### config.mk
export PLATFORM = sky130hd
export DESIGN_NAME = probe_capture_controller
export DESIGN_NICKNAME = d
export VERILOG_FILES = /design/src/rtl/probe_capture_controller.sv
export SDC_FILE = /design/constraint.sdc
export NUM_CORES = 1
export LEC_CHECK = 0
export BUFFER_PORTS_ARGS = -buffer_cell sky130_fd_sc_hd__buf_2
export CORE_UTILIZATION = 28
export DETAILED_ROUTE_END_ITERATION = 6
export PLACE_DENSITY = 0.45
export SKIP_CTS_REPAIR_TIMING = 1
export SLEW_MARGIN = 40
export SYNTH_ARGS = -nofsm -noshare
export SYNTH_HDL_FRONTEND = slang
export SYNTH_SLANG_ARGS = --single-unit
### constraint.sdc
create_clock -name clk -period 2.4 [get_ports clk]
set_clock_uncertainty 0.15 [all_clocks]
set_input_delay 0.48 -clock clk [delete_from_list [all_inputs] [get_ports clk]]
set_output_delay 0.48 -clock clk [all_outputs]
set_load 0.02 [all_outputs]
### src/rtl/probe_capture_controller.sv
`timescale 1ns/1ps
// probe_capture_controller
//
// Runs one logic-probe capture from start to finish. First it pulses a clear
// to the probe. Then it waits for a trigger pattern on the probed channels.
// After the trigger it issues exactly S sample strobes, one every
// (divider+1) clk cycles. The first strobe is the trigger sample itself.
// The host starts a capture with arm, cancels it with abort, and sees the
// current phase on the armed, capturing and done flags.
//
// Optional feature: define PROBE_EDGE_TRIGGER_EN to trigger on the first
// cycle the pattern becomes true (edge trigger) instead of whenever it is
// true (level trigger, the default).
//
// Ports:
//   clk           single clock
//   reset         synchronous reset, active-low (0 = reset)
//   arm           start a capture (honoured in IDLE or DONE)
//   abort         cancel the capture (honoured in ARMED or CAPTURE)
//   triggerMask   1 = channel takes part in the trigger compare
//   triggerValue  required level per masked channel
//   divider       sample period minus 1, in clk cycles
//   dataIn        probed channels (same bus the probe records)
//   probeReset    one-cycle clear pulse to the probe
//   probeStart    one-cycle pulse on the trigger sample
//   probeSample   one-cycle sample strobe
//   armed         high while waiting for the trigger
//   capturing     high while strobes are being issued
//   done          high once S strobes have been issued
//   sampleCount   strobes issued in the current capture
module probe_capture_controller #(
    parameter int LOG2_OF_NUMBER_OF_CHANNELS = 4,
    parameter int LOG2_OF_NUMBER_OF_SAMPLES  = 8,
    parameter int DIVIDER_WIDTH              = 16
) (
    input  logic                                         clk,
    input  logic                                         reset,
    input  logic                                         arm,
    input  logic                                         abort,
    input  logic [(1 << LOG2_OF_NUMBER_OF_CHANNELS)-1:0] triggerMask,
    input  logic [(1 << LOG2_OF_NUMBER_OF_CHANNELS)-1:0] triggerValue,
    input  logic [DIVIDER_WIDTH-1:0]                     divider,
    input  logic [(1 << LOG2_OF_NUMBER_OF_CHANNELS)-1:0] dataIn,
    output logic                                         probeReset,
    output logic                                         probeStart,
    output logic                                         probeSample,
    output logic                                         armed,
    output logic                                         capturing,
    output logic                                         done,
    output logic [LOG2_OF_NUMBER_OF_SAMPLES:0]           sampleCount
);

    localparam int              CW          = LOG2_OF_NUMBER_OF_SAMPLES + 1;
    localparam logic [CW-1:0]   FIRST_COUNT = CW'(1);
    localparam logic [CW-1:0]   FULL_COUNT  = CW'(1) << LOG2_OF_NUMBER_OF_SAMPLES;

    typedef enum logic [2:0] {
        S_IDLE,
        S_CLEAR,
        S_ARMED,
        S_CAPTURE,
        S_DONE
    } state_t;

    state_t                    state;
    state_t                    next_state;

    logic [DIVIDER_WIDTH-1:0]  period_q;
    logic [DIVIDER_WIDTH-1:0]  countdown_q;
    logic [DIVIDER_WIDTH-1:0]  period_d;
    logic [DIVIDER_WIDTH-1:0]  countdown_d;
    logic [CW-1:0]             sample_count_d;
    logic [CW-1:0]             count_inc;
    logic                      probe_reset_d;
    logic                      probe_start_d;
    logic                      probe_sample_d;
    logic                      match;
    logic                      trigger;
    logic                      strobe_due;

    assign match      = ((dataIn ^ triggerValue) & triggerMask) == '0;
    assign strobe_due = (countdown_q == '0);
    assign count_inc  = sampleCount + FIRST_COUNT;

`ifdef PROBE_EDGE_TRIGGER_EN
    // The pattern seen in the previous cycle. It is forced high on the way
    // into ARMED, so a pattern that is already present at arm time never
    // fires. The capture waits for the pattern to go away and come back.
    logic prev_match;

    always_ff @(posedge clk) begin
        if (!reset) begin
            prev_match <= 1'b1;
        end else if (state == S_CLEAR) begin
            prev_match <= 1'b1;
        end else begin
            prev_match <= match;
        end
    end

    assign trigger = match & ~prev_match;
`else
    assign trigger = match;
`endif

    // State register.
    always_ff @(posedge clk) begin
        // NOTE: state elements take non-blocking assignments so every
        // register samples the pre-edge values, regardless of block order.
        if (!reset) begin
            state <= S_IDLE;
        end else begin
            state <= next_state;
        end
    end

    // Next-state logic. abort beats both the trigger and a due strobe.
    always_comb begin
        // NOTE: default first, so no path through the case leaves next_state
        // unassigned and infers a latch.
        next_state = state;
        case (state)
            S_IDLE:    if (arm) next_state = S_CLEAR;
            S_CLEAR:   next_state = S_ARMED;
            S_ARMED: begin
                if (abort) begin
                    next_state = S_IDLE;
                end else if (trigger) begin
                    next_state = (FIRST_COUNT == FULL_COUNT) ? S_DONE : S_CAPTURE;
                end
            end
            S_CAPTURE: begin
                if (abort) begin
                    next_state = S_IDLE;
                end else if (strobe_due && (count_inc == FULL_COUNT)) begin
                    next_state = S_DONE;
                end
            end
            S_DONE:    if (arm) next_state = S_CLEAR;
            default:   next_state = S_IDLE;
        endcase
    end

    // Output logic. It computes the values that every registered output and
    // the period/countdown pair will take after the coming edge.
    always_comb begin
        probe_start_d  = 1'b0;
        probe_sample_d = 1'b0;
        sample_count_d = sampleCount;
        period_d       = period_q;
        countdown_d    = countdown_q;
        case (state)
            S_IDLE, S_DONE: begin
                if (arm) sample_count_d = '0;
            end
            S_ARMED: begin
                // The divider is captured here only. Later changes to it
                // wait for the next trigger.
                if (!abort && trigger) begin
                    probe_start_d  = 1'b1;
                    probe_sample_d = 1'b1;
                    sample_count_d = FIRST_COUNT;
                    period_d       = divider;
                    countdown_d    = divider;
                end
            end
            S_CAPTURE: begin
                if (!abort) begin
                    if (strobe_due) begin
                        probe_sample_d = 1'b1;
                        sample_count_d = count_inc;
                        countdown_d    = period_q;
                    end else begin
                        countdown_d = countdown_q - DIVIDER_WIDTH'(1);
                    end
                end
            end
            default: ;
        endcase
        probe_reset_d = (next_state == S_CLEAR);
    end

    // Output and datapath registers.
    always_ff @(posedge clk) begin
        if (!reset) begin
            probeReset  <= 1'b0;
            probeStart  <= 1'b0;
            probeSample <= 1'b0;
            armed       <= 1'b0;
            capturing   <= 1'b0;
            done        <= 1'b0;
            sampleCount <= '0;
            period_q    <= '0;
            countdown_q <= '0;
        end else begin
            probeReset  <= probe_reset_d;
            probeStart  <= probe_start_d;
            probeSample <= probe_sample_d;
            armed       <= (next_state == S_ARMED);
            capturing   <= (next_state == S_CAPTURE);
            done        <= (next_state == S_DONE);
            sampleCount <= sample_count_d;
            period_q    <= period_d;
            countdown_q <= countdown_d;
        end
    end

endmodule

==> impl_metrics.csv <==
group,metric,value,unit
global_route,globalRouteOverflowTotal,0,
power_and_ir_drop,p_leak,0.00165,uW
route,via_total_after_detailed_routing,3107,
sta,report.final.setup_viol,0,
route,drt.antenna.violating_nets,0,
critical_path,critPathSlowestCell,"sky130_fd_sc_hd__a2111o_1",
status,run_status,"finished, final reports clean",
synthesis,synth.top_cells.by_area,"sky130_fd_sc_hd__dfxtp_1 34%, sky130_fd_sc_hd__nand2_1 7.0%, sky130_fd_sc_hd__xor2_1 6.2%",
synthesis,synth_simple_gate_area_share,26.8,%
route,drt-total-wl,8990,um
finish,growth_of_design_area_from_synthesis_to_finish,33.0,%
floorplan,rows,37,
floorplan,initial_core_util,28.8,%
critical_path,crit_path_cell_trace,"inv_1 -> ha_1 -> nor3b_4 -> and4_4 -> nand2_4 -> a2111o_1 -> and2_4 -> o31a_1",
global_route,grt_pass1_wl,14900,um
route,drc,0,
sta,period_minus_slack,2.22,ns
synthesis,synth.lib_cells_used.distinct,63,
sta,holdWs,0.255,ns
synthesis,synthXorXnorAreaFrac,7.10,%
sta,worst_slew_margin_rel,74.6,%
critical_path,critical_path_class,"reg2reg",
floorplan,design.die.area,11000,um^2
synthesis,synth_top_family_by_area,"simple AND/OR/NAND/NOR gates",
power_and_ir_drop,power,1810,uW
finish,multi_input_comb_area,1860,um^2
global_route,grt_max_degree,24,
synthesis,synth_edf_count,0,
clock_network,ctsHtreeMaxLevel,2,
finish,final_layout_size_suffix_gt1_share,32.4,%
critical_path,timing.critical_path.slowest_cell_delay,0.34,ns
global_route,grt_antenna_before_repair,0,
sta,grt_setup_unrepaired,"false",
job,drv.max_cap_violation_count,0,
synthesis,yosysWarningCount,0,
placed_design,post_dp_cell_area,3800,um^2
finish,core_utilization_of_the_finished_layout,38.3,%
floorplan,core_region_area,10300,um^2
clock_network,tritoncts_clock_tree,"yes",
synthesis,syn-num-nets,435,
clock_network,cts.sinks,50,
sta,hold_viol_final,0,
route,wl_per_cell,14.7,um
route,routed_via_density,5.08,
placed_design,dp_hpwl,6800,um
synthesis,synth_area_per_cell,8.14,um^2
synthesis,ys_ff_latch,50,
clock_network,tritoncts.num_buffers,5,
floorplan,design.portCount,83,
synthesis,synthDominantCellAreaShare,33.8,%
sta,max_freq,450,MHz
critical_path,critPathMaxFanout,4,
synthesis,synth-compound-area-share,25.3,%
clock_network,worstSkewPairLatency,0.31,ns
finish,finalInstanceArea,3940,um^2
global_route,global_route.usage.total,16.7,%
finish,finalNonFillerCells,612,
clock_network,cts_buffer_depth,2,
finish,num_antenna_cells,0,
critical_path,timing.critical_path.to_type,"register",
critical_path,cp_data_arrival_time,2.28,ns
synthesis,synth.cells.most_frequent,"55 x sky130_fd_sc_hd__nand2_1, 50 x sky130_fd_sc_hd__dfxtp_1, 24 x sky130_fd_sc_hd__a21oi_1, 21 x sky130_fd_sc_hd__xor2_1, 19 x sky130_fd_sc_hd__nor3_1",
route,drt-initial-drc-count,82,
sta,slew_worst_pin,0.378,ns
placed_design,numPlacedInstances,603,
placed_design,place.port_buffers,82,
clock_network,clk_pin_slew,0.11,ns
synthesis,async_reset_ff_share,0,%
finish,nFillCells,1148,
finish,finalNetCount,546,
sta,final_min_period_over_clock_period,92.6,%
critical_path,start_kind,"register",
synthesis,postSynth.topFlopCell,"sky130_fd_sc_hd__dfxtp_1",
synthesis,synthMuxAreaShare,1.69,%
placed_design,finalWeightedCongestion,0.807,
global_route,grt_pass1_vias,3059,
route,drt_pre_antenna_iters,4,
clock_network,root_buffer,"sky130_fd_sc_hd__clkbuf_8",
synthesis,synth_adder_area_share,1.27,%
power_and_ir_drop,power_density,460,nW/um^2
synthesis,synthDominantAreaCellType,"sky130_fd_sc_hd__dfxtp_1",
synthesis,synthesis.instances,364,
hold_path,min-delay-path-class,"in2reg",
power_and_ir_drop,vdd_ir_max,0.221,mV
synthesis,synth-seq-area-share,33.8,%
sta,slew_viol_final,0,
finish,layout.area.seq,1000,um^2
floorplan,horiz_die_dim,105,um
synthesis,synth_most_common_cell,"sky130_fd_sc_hd__nand2_1",
synthesis,synth_area,2960,um^2
floorplan,fp.dieH,105,um
critical_path,crit_required,2.45,ns
-- metal layers --
| metal | vias up | track usage [%] | wire length [um] | share of wire, % |
|---|---|---|---|---|
| li1 | 1578 | - | - | - |
| met1 | 1476 | 20.7 | 4170 | 46 |
| met2 | 42 | 30.3 | 4510 | 50 |
| met3 | 11 | 2.25 | 203 | 2.3 |
| met4 | 0 | 3.92 | 102 | 1.1 |
| met5 | - | 0 | 0 | 0 |
-- power by group --
part / total, uW / switching [uW] / leakage [uW] / internal (uW)
Clock: 621 / 310 / 0.0000504 / 311
Sequential: 846 / 7.59 / 0.000403 / 838
Combinational: 347 / 183 / 0.00119 / 164
-- registers in the layout, summed over array words and instances, names as in the netlist --
register,cells
done,1
armed,1
probeSample,1
capturing,1
probeStart,1
state,3
sampleCount,9
probeReset,1
period_q,16
countdown_q,16
-- critical path, delay by kind of cell (launching register included) --
family                   cells  cell delay [ns]
AND/OR/NAND/NOR              4             0.83
AO/OA/AOI/OAI                2             0.56
flip-flops                   1             0.32
adder cells (fa/ha/maj)      1             0.18
buffers and inverters        1             0.07
-- layout by cell type, fill, tap and decap left out, drive strengths merged, types with 3 or more instances in the layout --
cell type / instances
xor2: 21
ha: 3
a31oi: 4
inv: 7
xnor2: 3
o211ai: 9
o21ai: 12
or3: 3
and3: 8
o21a: 4
nand3: 7
nor2: 15
dfxtp: 50
or4: 3
nand4: 6
nor4: 5
a311oi: 9
o22ai: 4
nand2: 57
nor3b: 4
a21oi: 24
nor3: 22
and2: 6
a22oi: 8
mux2i: 5
nand2b: 6
clkbuf: 5
o221a: 7
buf: 126
-- cell families after synthesis --
| family | count (synthesis) |
|---|---|
| compound gates | 104 |
| xor+xnor | 24 |
| fa+ha+maj | 3 |
| buf+inv | 29 |
| flops | 50 |
| mux | 5 |
| simple gates | 149 |
-- through the flow --
stage / setup slack (ns) / TNS, ns
2_1_floorplan: 0.0407 / 0
3_3_place_gp: -0.0278 / -0.145
3_5_place_dp: -0.0130 / -0.0266
4_1_cts: 0.0904 / 0
5_1_grt: 0.0140 / 0
6_report: 0.177 / 0
-- final timing paths --
check | from | endpoint | slack, ns | depth (start not counted)
worst min register to register | period_q[13]$_SDFFE_PN0P_ | period_q[13]$_SDFFE_PN0P_ | 0.31 | 2
worst min-delay path | divider[7] | period_q[7]$_SDFFE_PN0P_ | 0.26 | 3
worst max register to register | countdown_q[0]$_SDFFE_PN0P_ | state[0]$_SDFF_PN0_ | 0.18 | 8
worst max-delay path | countdown_q[0]$_SDFFE_PN0P_ | state[0]$_SDFF_PN0_ | 0.18 | 8
-- layout make-up --
class | instances | area share (%)
flip-flops and latches | 50 | 25.4
clock inverters | 3 | 1.14
well taps | 136 | 4.32
inverters | 7 | 0.667
clock buffers | 5 | 1.75
repair buffers | 126 | 19.4
multi-input cells | 285 | 47.3
(Power assumes the default switching activity.)
